--- src/rtl/instr_fetch_unit.sv ---
// Fetch stage for the 16-bit TSC multi-cycle CPU: owns the PC, runs the readM/inputReady
// handshake and holds the instruction for decode. Optional retire counter: NUM_INST_COUNT_EN.
module instr_fetch_unit #(
  parameter int unsigned          WORD_SIZE = 16,
  parameter logic [WORD_SIZE-1:0] RESET_PC  = '0
) (
  input  logic                 clk,
  input  logic                 reset_n,
  output logic                 i_readM,
  output logic [WORD_SIZE-1:0] i_address,
  input  logic [WORD_SIZE-1:0] i_data,
  input  logic                 inputReady,
  output logic [WORD_SIZE-1:0] instr,
  output logic                 instr_valid,
  output logic [WORD_SIZE-1:0] pc,
  output logic [WORD_SIZE-1:0] pc_plus1,
  input  logic                 advance,
  input  logic                 jp,
  input  logic                 jr,
  input  logic [WORD_SIZE-1:0] jr_target,
  input  logic                 branch,
  input  logic                 br_taken
`ifdef NUM_INST_COUNT_EN
  ,
  output logic [WORD_SIZE-1:0] num_inst
`endif
);

  typedef enum logic [1:0] {StIdle, StFetch, StExec} state_e;

  state_e               state_q;
  logic [WORD_SIZE-1:0] next_pc;
  logic [WORD_SIZE-1:0] br_offset;

  assign i_address = pc;
  assign pc_plus1  = pc + WORD_SIZE'(1);

  // Jump beats branch; jr only qualifies jp and br_taken only qualifies branch.
  always_comb begin
    br_offset = {{(WORD_SIZE - 8){instr[7]}}, instr[7:0]};
    next_pc   = pc_plus1;
    if (jp) begin
      next_pc = jr ? jr_target : {pc[WORD_SIZE-1:12], instr[11:0]};
    end else if (branch && br_taken) begin
      next_pc = pc_plus1 + br_offset;
    end
  end

  always_ff @(posedge clk or negedge reset_n) begin
    if (!reset_n) begin
      state_q     <= StIdle;
      pc          <= RESET_PC;
      instr       <= '0;
      instr_valid <= 1'b0;
      i_readM     <= 1'b0;
    end else begin
      unique case (state_q)
        StIdle: begin
          state_q <= StFetch;
          i_readM <= 1'b1;
        end
        StFetch: begin
          if (inputReady) begin
            instr       <= i_data;
            instr_valid <= 1'b1;
            i_readM     <= 1'b0;
            state_q     <= StExec;
          end
        end
        StExec: begin
          if (advance) begin
            pc          <= next_pc;
            instr_valid <= 1'b0;
            i_readM     <= 1'b1;
            state_q     <= StFetch;
          end
        end
        default: begin
          state_q <= StIdle;
          i_readM <= 1'b0;
        end
      endcase
    end
  end

`ifdef NUM_INST_COUNT_EN
  always_ff @(posedge clk or negedge reset_n) begin
    if (!reset_n) begin
      num_inst <= '0;
    end else if (state_q == StExec && advance) begin
      num_inst <= num_inst + WORD_SIZE'(1);
    end
  end
`endif

endmodule

--- config.mk ---
export PLATFORM = sky130hd
export DESIGN_NAME = instr_fetch_unit
export DESIGN_NICKNAME = d
export VERILOG_FILES = /design/src/rtl/instr_fetch_unit.sv
export SDC_FILE = /design/constraint.sdc
export NUM_CORES = 1
export LEC_CHECK = 0
export ABC_CLOCK_PERIOD_IN_PS = 3400
export CORE_MARGIN = 2
export CORE_UTILIZATION = 46
export CTS_CLUSTER_DIAMETER = 60
export DETAILED_ROUTE_END_ITERATION = 7
export PLACE_DENSITY = 0.82
export SLEW_MARGIN = 20
export SYNTH_ARGS = -nofsm -noshare
export SYNTH_HDL_FRONTEND = slang
export SYNTH_SLANG_ARGS = --single-unit
--- constraint.sdc ---
create_clock -name clk -period 3.4 [get_ports clk]
set_input_delay 0.34 -clock clk [delete_from_list [all_inputs] [get_ports clk]]
set_output_delay 0.34 -clock clk [all_outputs]
set_load 0.05 [all_outputs]
==> results.sh <==
export IMPL_status="complete, no violations"
export IMPL_setup_viol=0
export IMPL_dp_final_hpwl_mm=6.804
export IMPL_yosys_area_share_simple=0.1640
export IMPL_dr_total_vias=2887
export IMPL_cts_made_buffers=5
export IMPL_synth_edff_count=0
export IMPL_vias_per_cell=5.762
export IMPL_fmax_mhz=312.2
export IMPL_maxCapViolCount=0
export IMPL_ys_seq_area_frac=0.2959
export IMPL_async_flop_share=1.000
export IMPL_crit_required_ps=3630
export IMPL_post_route_util=0.6719
export IMPL_n_antenna_cell=0
export IMPL_fillers=516
export IMPL_min_period_ps=3203
export IMPL_rsz0062_at_grt="false"
export IMPL_num_rows=29
export IMPL_grt_pass1_wl_mm=14.70
export IMPL_clockBufferDepth=2
export IMPL_gp_congestion=0.8759
export IMPL_grt_start_max_net_pins=36
export IMPL_tns_ps=0
export IMPL_yosysTopAreaCellShare=0.2959
export IMPL_drc=0
export IMPL_ys_warn_count=0
export IMPL_cts_hold_buf=0
export IMPL_skew_ps=12.56
export IMPL_start_util=0.4716
export IMPL_hold_path_class="input port to asynchronous set/reset pin"
export IMPL_cts_sink_count=35
export IMPL_post_cts_resized=0
export IMPL_start_kind="flop"
export IMPL_cts_setup_buffers=0
export IMPL_end_kind="flop"
export IMPL_grt_overflow_total=0
export IMPL_synth_top_family_by_area="compound AO/OA/AOI/OAI gates"
export IMPL_hold_violations=0
export IMPL_finalWirelength_mm=8.914
export IMPL_synth_cell_types=57
export IMPL_worst_slew_pin_slew_ps=867.1
export IMPL_slew_headroom=0.4202
export IMPL_dieArea_um2=7093
export IMPL_cts_tree="built"
export IMPL_antenna_left=0
export IMPL_clk_latency_ps=300
export IMPL_antenna_found_initial=0
export IMPL_fp_dieW_um=84.22
export IMPL_first_global_vias=2834
export IMPL_synthFlopType="dfrtp_1"
export IMPL_cts_clk_slew_worst_paths_ps=90
export IMPL_synth_top_cell_by_area="dfrtp_1"
export IMPL_cts_root_buf="clkbuf_8"
export IMPL_synth_area_leaders="dfrtp_1 (30%), ha_1 (8.5%), mux2_2 (8.0%)"
export IMPL_wire_per_inst_um=17.79
export IMPL_grt_use_total=0.2578
export IMPL_yosys_mux_area_fraction=0.1002
export IMPL_io_buffers=105
export IMPL_synth_fa_ha_area_frac=0.09129
export IMPL_syn_area_um2=2960
export IMPL_critPathMaxFanout=7
export IMPL_drt_iter0_markers=284
export IMPL_drt_first_pass_iters=5
export IMPL_crit_type="flop to flop"
export IMPL_placeableCoreArea_um2=6277
export IMPL_postSynthAreaPerCell_um2=8.863
export IMPL_drive_above_1_share=0.1509
export IMPL_r2r_slack_ps=200
export IMPL_die_h_um=84.22
export IMPL_syn_inst=334
export IMPL_maxSlewViolCount=0
export IMPL_io_pins=106
export IMPL_ys_seq_elements=35
export IMPL_area_growth_pct=42.48
export IMPL_mappedNetlistNets=395
export IMPL_cts_htree_levels=2
export IMPL_fin_nets=484
export IMPL_crit_arrival_ps=3440
export IMPL_synth_compound_area_frac=0.2037
export IMPL_period_share=0.9422
export IMPL_synth_xor_area_share=0.07692
[stage by stage]
| stage | hold WS [ps] | worst slack, ps | instances | instance area (um2) |
|---|---|---|---|---|
| after detailed placement | 473.7 | 230.0 | 493 | 4133 |
| after floorplan | 44.41 | -23.02 | 334 | 3124 |
| after global routing | 203.7 | 15.69 | 501 | 4218 |
| after global placement | 461.2 | 316.0 | 493 | 4133 |
| final | 128.9 | 196.6 | 501 | 4218 |
| after CTS | 156.3 | 207.2 | 501 | 4218 |
[cell families (layout without fill, tap and decap cells)]
group,after synthesis,after routing
xor gates and xnor gates,26,26
adders and majority gates,21,21
buffers and inverters,36,126
muxes,27,27
and+or+nand+nor,99,99
DFF,35,35
AOI/OAI and AO/OA,90,90
[registers in the layout, indices dropped and copies added, names as in the netlist]
signal,count
i_address,16
instr_valid,1
instr,16
state_q,1
i_readM,1
[worst paths after layout]
kind / to / depth (start not counted) / start
worst min-delay path: instr[2]$_DFFE_PN0P_ / 1 / reset_n
max in group asynchronous: i_address[2]$_DFFE_PN0P_ / 1 / reset_n
worst max-delay path: i_address[11]$_DFFE_PN0P_ / 12 / i_address[3]$_DFFE_PN0P_
min in group clk: instr_valid$_DFFE_PN0P_ / 2 / instr_valid$_DFFE_PN0P_
worst min register to register: instr_valid$_DFFE_PN0P_ / 2 / instr_valid$_DFFE_PN0P_
worst max register to register: i_address[11]$_DFFE_PN0P_ / 12 / i_address[3]$_DFFE_PN0P_
[synth_stat cells, drive strengths merged (6+ instances only)]
| cell | number |
|---|---|
| nand3 | 12 |
| xor2 | 15 |
| dfrtp | 35 |
| nand2 | 35 |
| xnor2 | 11 |
| clkbuf | 8 |
| buf | 20 |
| a211oi | 8 |
| a21o | 7 |
| inv | 7 |
| nor2 | 26 |
| ha | 20 |
| o21ai | 24 |
| mux2 | 21 |
| nor3 | 7 |
| a21oi | 19 |
| mux2i | 6 |
[layer usage]
layer	vias up	part of all wire	GRT usage	wire length [um]
met5	-	0	0	0
met4	0	0.019	0.05865	165
met3	16	0.069	0.05015	611
met2	125	0.48	0.4177	4235
met1	1381	0.44	0.3583	3901
li1	1365	-	-	-
[final cells by class]
cell class,count,area [um2],area share
multi-input cells,263,2036,0.4826
repair buffers,110,1084,0.2569
flip-flops and latches,35,887.1,0.2103
well taps,77,96.34,0.02284
clock buffers,6,72.57,0.01721
inverters,8,30.03,0.007120
clock inverters,2,12.51,0.002966
[cells in the final DEF, fill, tap and decap left out, types with 4 or more instances in the layout]
master / count
clkbuf_8: 5
xnor2_1: 6
ha_1: 18
inv_1: 7
a21oi_1: 19
clkdlybuf4s50_1: 104
buf_4: 5
xor2_2: 5
nand2_1: 35
mux2i_1: 6
nor2b_1: 4
mux2_2: 21
o21a_1: 4
xor2_1: 9
nand3_1: 10
a211oi_1: 8
nor3_1: 6
dfrtp_1: 26
dfrtp_2: 9
a21o_1: 7
nor2_1: 26
o31ai_1: 4
o21ai_0: 23
[worst max-delay path: stages (launching register included)]
cell and delay [ps]:
dfrtp_2 510, nand4_4 170, or3_2 500, inv_1 100, nand2_1 130, xnor2_4 190, ha_4 300, nand3_1 130
nor3b_1 390, a2111oi_4 70, xor2_1 170, a2111oi_1 340, a211o_1 140
Power is not shown: default switching activity piles up to over one toggle a cycle in this logic, so the estimate is an artifact.
